**config.mk**
```make
export PLATFORM = sky130hd
export DESIGN_NAME = display_page_scheduler
export DESIGN_NICKNAME = d
export VERILOG_FILES = /design/src/rtl/fitbit_pkg.sv /design/src/rtl/display_page_scheduler_tick_edge_detect.sv /design/src/rtl/display_page_scheduler.sv
export SDC_FILE = /design/constraint.sdc
export NUM_CORES = 1
export LEC_CHECK = 0
export BUFFER_PORTS_ARGS = -buffer_cell sky130_fd_sc_hd__buf_2
export CAP_MARGIN = 20
export CELL_PAD_IN_SITES_DETAIL_PLACEMENT = 0
export CELL_PAD_IN_SITES_GLOBAL_PLACEMENT = 2
export CORE_MARGIN = 3
export CORE_UTILIZATION = 32
export CTS_BUF_LIST = sky130_fd_sc_hd__clkbuf_4
export DETAILED_ROUTE_END_ITERATION = 6
export PLACE_DENSITY_LB_ADDON = 0.1
export SLEW_MARGIN = 25
export SYNTH_ARGS = -nofsm -noshare
export SYNTH_HDL_FRONTEND = slang
export SYNTH_SLANG_ARGS = --single-unit
```
**constraint.sdc**
```tcl
create_clock -name CLK -period 1.57 [get_ports CLK]
set_input_delay 0.2355 -clock CLK [delete_from_list [all_inputs] [get_ports CLK]]
set_output_delay 0.2355 -clock CLK [all_outputs]
set_load 0.05 [all_outputs]
```
**src/rtl/fitbit_pkg.sv**
```systemverilog
// rtl/fitbit_pkg.sv - page and scheduler state types shared by the display page scheduler
package fitbit_pkg;

  localparam int MAX_PAGES = 4;

  typedef enum logic [1:0] {STEPS, DISTANCE, OVER_THRESH, HIGH_ACT} page_t;

  typedef enum logic [1:0] {ROTATE, HOLDING, BLANKED} sched_state_t;

  // Next page in rotation order, wrapping after the last populated page.
  function automatic page_t next_page(input page_t p, input logic [2:0] num_pages);
    logic [2:0] n;
    n = {1'b0, p} + 3'd1;
    return (n >= num_pages) ? STEPS : page_t'(n[1:0]);
  endfunction

endpackage

```
**src/rtl/display_page_scheduler_tick_edge_detect.sv**
```systemverilog
// rtl/display_page_scheduler_tick_edge_detect.sv - one-cycle event on each rising edge of the tick level
module tick_edge_detect (
  input  logic CLK,
  input  logic RESET,
  input  logic TICK_TOGGLE,
  output logic EVENT
);

  logic tick_d;

  always_ff @(posedge CLK) begin
    if (RESET) tick_d <= 1'b0;
    else       tick_d <= TICK_TOGGLE;
  end

  assign EVENT = TICK_TOGGLE & ~tick_d;

endmodule

```
**src/rtl/display_page_scheduler.sv**
```systemverilog
// rtl/display_page_scheduler.sv - auto-rotating display page selector with hold and page-jump requests
// Optional idle blanking is enabled by defining DISPLAY_AUTO_BLANK_EN.
module display_page_scheduler
  import fitbit_pkg::*;
#(
  parameter int NUM_PAGES   = 4,
  parameter int DWELL_TICKS = 1,
  parameter int BLANK_TICKS = 15
) (
  input  logic       CLK,
  input  logic       RESET,
  input  logic       TICK_TOGGLE,
  input  logic       HOLD,
  input  logic       REQ_VALID,
  input  logic [1:0] REQ_PAGE,
  output logic [1:0] PAGE,
  output logic       PAGE_CHANGE,
  output logic       REQ_ERR,
  output logic       BLANK
);

  localparam logic [2:0] NUM_P      = 3'(NUM_PAGES);
  localparam logic [3:0] DWELL_LAST = 4'(DWELL_TICKS - 1);

  if (NUM_PAGES < 2 || NUM_PAGES > MAX_PAGES || DWELL_TICKS < 1 || DWELL_TICKS > 15 ||
      BLANK_TICKS < 1 || BLANK_TICKS > 255) begin : g_bad_param
    $error("display_page_scheduler: parameter out of range");
  end

  sched_state_t state;
  page_t        page_q;
  logic [3:0]   dwell;
  logic         tick_event;
  logic         req_ok;
  logic         blank_hit;

  tick_edge_detect u_tick (
    .CLK         (CLK),
    .RESET       (RESET),
    .TICK_TOGGLE (TICK_TOGGLE),
    .EVENT       (tick_event)
  );

  assign req_ok = ({1'b0, REQ_PAGE} < NUM_P);
  assign PAGE   = page_q;

`ifdef DISPLAY_AUTO_BLANK_EN
  localparam logic [7:0] BLANK_LAST = 8'(BLANK_TICKS - 1);
  logic [7:0] idle;
  logic       hold_d;
  logic       counted;

  // Only events that leave the state alone count toward blanking.
  assign counted   = tick_event && !REQ_VALID &&
                     ((state == ROTATE && !HOLD) || (state == HOLDING && HOLD));
  assign blank_hit = tick_event && (idle == BLANK_LAST);
`else
  assign blank_hit = 1'b0;
  assign BLANK     = 1'b0;
`endif

  always_ff @(posedge CLK) begin
    if (RESET) begin
      state       <= ROTATE;
      page_q      <= STEPS;
      dwell       <= '0;
      PAGE_CHANGE <= 1'b0;
      REQ_ERR     <= 1'b0;
`ifdef DISPLAY_AUTO_BLANK_EN
      idle        <= '0;
      hold_d      <= 1'b0;
      BLANK       <= 1'b0;
`endif
    end else begin
      PAGE_CHANGE <= 1'b0;
      REQ_ERR     <= 1'b0;
`ifdef DISPLAY_AUTO_BLANK_EN
      hold_d      <= HOLD;
`endif
      if (REQ_VALID && !req_ok) begin
        REQ_ERR <= 1'b1;
      end else if (REQ_VALID) begin
        // A request beats a same-cycle tick event; the event is dropped.
        page_q      <= page_t'(REQ_PAGE);
        PAGE_CHANGE <= (REQ_PAGE != page_q);
        dwell       <= '0;
        if (state == BLANKED) state <= HOLD ? HOLDING : ROTATE;
`ifdef DISPLAY_AUTO_BLANK_EN
        idle  <= '0;
        BLANK <= 1'b0;
`endif
      end else begin
        case (state)
          ROTATE: begin
            if (HOLD) begin
              state <= HOLDING;
            end else if (tick_event && !blank_hit) begin
              if (dwell == DWELL_LAST) begin
                page_q      <= next_page(page_q, NUM_P);
                PAGE_CHANGE <= 1'b1;
                dwell       <= '0;
              end else begin
                dwell <= dwell + 4'd1;
              end
            end
          end
          HOLDING: begin
            if (!HOLD) begin
              state <= ROTATE;
              dwell <= '0;
            end
          end
          default: begin
`ifdef DISPLAY_AUTO_BLANK_EN
            if (HOLD && !hold_d) begin
              state <= HOLDING;
              BLANK <= 1'b0;
              idle  <= '0;
            end
`else
            state <= ROTATE;
`endif
          end
        endcase
`ifdef DISPLAY_AUTO_BLANK_EN
        if (counted) begin
          idle <= idle + 8'd1;
          if (blank_hit) begin
            state <= BLANKED;
            BLANK <= 1'b1;
          end
        end
`endif
      end
    end
  end

endmodule

```
# Word-level counts from Yosys, hierarchy flattened

Index checks and enable logic that the tools add are counted.

Multipliers: 0
Bitwise operators: 2
Reductions and logical operators: 10
Muxes and demuxes: 22
$add $sub $neg: 2
Equal/unequal tests: 10
Div/mod/pow operators: 0
$lt $le $gt $ge: 1
Shift operators: 0

Operators by type and width:

| operator            | number |
|---|---|
| $mux 2              | 10 |
| $mux 4              | 4 |
| $pmux 4 s2          | 1 |
| $reduce_and 4->1    | 2 |
| $reduce_bool 2->1   | 4 |
| $mux 1              | 6 |
| $ne 2x2->1 const B  | 3 |
| $ne 3x3->1 const B  | 2 |
| $add 4x1->4 const B | 1 |
| $logic_not 4->1     | 1 |
| $ne 2x1->1 const B  | 2 |
| $pmux 2 s2          | 1 |
| $add 2x1->3 const B | 1 |
| $ge 3x3->1 const B  | 1 |
| $reduce_and 3->1    | 1 |
| $eq 2x1->1 const B  | 1 |
| $eq 2x2->1 const B  | 1 |
| $logic_not 2->1     | 1 |
| $ne 2x2->1          | 1 |
| $reduce_or 2->1     | 1 |
| $and 1x1->1         | 1 |
| $not 1->1           | 1 |

Word-level logic and storage cells: 52
Memories kept: 0
Memory bits (read-only): 0
Input bits: 7
Register bits: 10
Bits in latches: 0
RAM bits: 0

# Depth between registers and ports, before layout

Depth in word-level cells: 8
Depth in mapped cells: 6
Gate-level depth less buffers: 6

# Modules after synthesis

A second synthesis with hierarchy kept.

Cells, all modules: 55
Area total of the unflattened synthesis: 518.0 um^2

Modules (own cells, without submodules):

| module                 | area an instance (um^2) | seq. area each (um^2) | cells each | instances |
|---|---|---|---|---|
| display_page_scheduler | 470.5                   | 160.2                 | 52         | 1 |
| tick_edge_detect       | 47.5                    | 20.0                  | 3          | 1 |

# Least setup slack after synthesis

Ideal clock, no wire load.

Path kind: flip-flop to flip-flop
From: reg page_q[0], in the netlist PAGE[0]
To: reg page_q[1], in the netlist PAGE[1]
Stages on the path, launching flop included: 5
Period minus slack after synthesis: 1.529 ns
Library setup time: 0.124 ns
Setup slack: 0.041 ns
Arrival: 1.404 ns
Path through: dfxtp_1 > ha_1 > mux2_2 > mux2i_1 > nor2_1

Cells in the longest elaborated chain, start to end: 8

Ends and longest elaborated chain:

| element                | line                         | source |
|---|---|---|
| from (decl)            | display_page_scheduler.sv:31 | `page_t page_q;` |
| from (signal assigned) | display_page_scheduler.sv:84 | `page_q <= page_t'(REQ_PAGE);` |
| from (signal assigned) | display_page_scheduler.sv:99 | `page_q <= next_page(page_q, NUM_P);` |
| $add 2x1->3 *          | fitbit_pkg.sv:13             | `n = {1'b0, p} + 3'd1;` |
| $ge 3x3->1             | fitbit_pkg.sv:14             | `return (n >= num_pages) ? STEPS : page_t'(n[1:0]);` |
| $mux 2 *               | fitbit_pkg.sv:14             |  |
| $mux 2 *               | display_page_scheduler.sv:98 | `if (dwell == DWELL_LAST) begin` |
| $mux 2 *               | display_page_scheduler.sv:97 | `end else if (tick_event && !blank_hit) begin` |
| $mux 2 *               | display_page_scheduler.sv:95 | `if (HOLD) begin` |
| $mux 2 *               | display_page_scheduler.sv:93 | `case (state)` |
| $mux 2 *               | display_page_scheduler.sv:82 | `end else if (REQ_VALID) begin` |

Mark *: on every way between the ends. The rest lies on a longest branch, timed or not. The select of a mux whose other input is x is not followed.
A chain may end at the register's enable or synchronous reset.

# Worst setup path in the final report

From: reg dwell[0]
To: reg dwell[2]

Cells in the longest elaborated chain, start to end: 5
Elaborated cells on any way between the ends: 6
Those cells by class: add/sub (1); mux (4); reduce/logical (1)

Ends and longest elaborated chain:

| element                                        | line                                                        | source |
|---|---|---|
| from (decl)                                    | display_page_scheduler.sv:32                                | `logic [3:0] dwell;` |
| from (signal assigned)                         | display_page_scheduler.sv:103                               | `dwell <= dwell + 4'd1;` |
| $add 4x1->4 or $logic_not 4->1 (tied branches) | display_page_scheduler.sv:103, display_page_scheduler.sv:98 |  |
| $mux 4 *                                       | display_page_scheduler.sv:98                                |  |
| $mux 4 *                                       | display_page_scheduler.sv:97                                |  |
| $mux 4 *                                       | display_page_scheduler.sv:95                                |  |
| $pmux 4 s2 *                                   | display_page_scheduler.sv:93                                |  |

Marked as above.

==> flow_summary.yaml <==
grt:
  antenna_found_initial: 0
  grt_first_pass_wirelength_um: 1787
  grt_max_degree: 10
  grtUsageTotal: 0.1251
  first_global_vias: 397
  grt-ovfl-total: 0
placed_design:
  place_congestion: 0.7074
  place_area_um2: 553.0
  portBuffers: 9
  place_ws_ps: 44.24
  place_inst: 75
  post-dp-hpwl_um: 727.7
pwr:
  irDropWorstVdd_mv: 0.4597
  power.density_nw_per_um2: 939.1
  p_leak_nw: 0.2534
  power_mw: 0.5557
yosys:
  synth_seq_cells: 9
  ys_seq_area_frac: 0.3600
  async_reset_ff_frac: 0
  synth_edf_count: 0
  yosys.area.top_type: "dfxtp_1"
  syn_inst: 53
  ys_warn_count: 0
  synth.area.top_cells: "dfxtp_1 36%, ha_1 7.5%, mux2i_1 6.0%, xnor2_1 5.2%, nand3_1 3.0%"
  synth-main-ff-cell: "dfxtp_1"
  synth_area_per_cell_um2: 9.443
  yosysMostFrequentCell: "dfxtp_1"
  synth_top_area_share: 0.3600
  synth_cell_types: 27
  netlist_area_um2: 500.5
detailed_routing:
  dr.pass1.iters: 2
  vias: 401
  wl_per_cell_um: 12.20
  via_per_inst: 5.076
  routed_wl_um: 964
  first_iter_violations: 10
  drc: 0
  route.antenna.remaining_nets: 0
timing:
  period_share: 0.9359
  clock_skew_ps: 7.670
  setup_viol: 0
  period_minus_slack_ps: 1469
  fin_setup_tns_ps: 0
  finalWorstSetupSlack_ps: 100.7
  clock.fmax_mhz: 680.6
  rsz0062_at_grt: "false"
  final_hold_viol_count: 0
  finalMaxSlewViolations: 0
cts:
  clk_pin_slew_ps: 70
  cts_buffer_depth: 2
  post_cts_buffers: 0
  cts_buffers: 3
  clock-sinks: 9
  cts_tree: "yes"
  clkLatencyLatePin_ps: 270
  postCtsHoldBufs: 0
  htreeDepth: 1
  root_buffer: "clkbuf_4"
  cts_resized: 0
floorplan:
  start_util: 0.3620
  die_w_um: 45.55
  core_um2: 1383
  dieArea_um2: 2074
  row_count: 13
  ios: 12
  die-height_um: 45.55
cells_and_area:
  layoutNonFillerInstCount: 79
  drive_gt1_frac: 0.3281
  nNetsFinal: 75
  area_delta_synth_final_pct: 18.25
  final_area_um2: 591.8
  antenna_cells: 0
outcome:
  outcome: "finished, final reports clean"
setup_path:
  cp_data_arrival_time_ps: 1670
  cp-start-kind: "register"
  required_ps: 1770
  worstSetupEndpointType: "register"
  cp_max_fo: 3
  crit_type: "register to register"
job:
  max_cap_viol_count: 0
min_path:
  hold_path.class: "input port to register"
[routing by layer]
layer,vias to the layer above,part of all wire,track usage
met1,184,0.47,0.1473
met4,0,0,0.07018
li1,205,-,-
met5,-,0,0
met2,12,0.45,0.1811
met3,0,0.078,0.06324
[area by class of cell]
| type | count | area [um2] |
|---|---|---|
| Clock buffer | 4 | 30.03 |
| Tap cell | 15 | 18.77 |
| Timing Repair Buffer | 10 | 52.55 |
| Sequential cell | 9 | 180.2 |
| Multi-Input combinational cell | 38 | 299.0 |
| Fill cell | 141 | 790.8 |
| Inverter | 3 | 11.26 |
[worst paths after layout]
| kind | depth (start not counted) | startpoint | slack (ps) | to |
|---|---|---|---|---|
| min reg2reg | 2 | dwell[3] | 510 | dwell[3] |
| max reg2reg | 5 | dwell[0] | 100 | dwell[2] |
| min | 2 | TICK_TOGGLE | 220 | u_tick.tick_d |
| max | 5 | dwell[0] | 100 | dwell[2] |
[registers in the layout, summed over array words and instances (netlist names)]
| name | cells |
|---|---|
| dwell | 4 |
| PAGE | 2 |
| state | 1 |
| u_tick.tick_d | 1 |
| PAGE_CHANGE | 1 |
[cells by family (layout without fill, tap and decap cells)]
group | after synthesis | after routing | share of synthesized area
other | 1 | 2 | 0.007493
muxes | 4 | 4 | 0.08250
and+or+nand+nor | 17 | 17 | 0.2150
AOI/OAI and AO/OA | 9 | 9 | 0.1400
DFF | 9 | 9 | 0.3600
buffers and inverters | 7 | 17 | 0.06750
xor gates and xnor gates | 3 | 3 | 0.05251
adders and majority gates | 3 | 3 | 0.07501
[worst max-delay path, cell delays in order, from the launching register on]
cell and delay [ps]:
dfxtp_1 350, inv_1 80, ha_1 190, nor3b_2 170, or4_1 500, a21boi_1 130
[placed cells by master, fill, tap and decap left out]
cell / Yosys / layout
nand2b_1: 1 / 1
nor2_1: 3 / 3
nor4b_2: 1 / 1
nor3b_2: 0 / 1
mux2i_1: 3 / 3
o21ai_0: 1 / 1
nor2b_4: 1 / 1
a22oi_1: 1 / 1
buf_4: 2 / 1
or4_1: 1 / 1
clkbuf_4: 0 / 4
conb_1: 1 / 2
dfxtp_1: 9 / 9
inv_1: 3 / 3
a211oi_2: 1 / 1
a21oi_2: 0 / 1
a21oi_1: 2 / 1
xnor2_1: 3 / 3
buf_2: 0 / 9
o21bai_2: 1 / 1
a211oi_1: 1 / 1
ha_1: 3 / 3
nor2b_1: 2 / 2
a311oi_1: 1 / 1
nor3_1: 3 / 3
nand2_1: 1 / 1
a21boi_1: 1 / 1
nand3_1: 3 / 3
mux2_2: 1 / 1
[report_power, final]
part,internal (mW),switching [mW],total [mW]
Clock,0.115,0.0893,0.205
Sequential,0.238,0.0105,0.249
Combinational,0.0361,0.0663,0.102
[stage by stage]
step,hold slack (ps),util
2_1_floorplan,363.7,-
3_3_place_gp,485.6,0.4000
3_5_place_dp,485.1,0.4000
4_1_cts,209.2,0.4217
5_1_grt,237.9,0.4281
6_report,216.1,0.4281
Power figures use the tool's default switching activity.
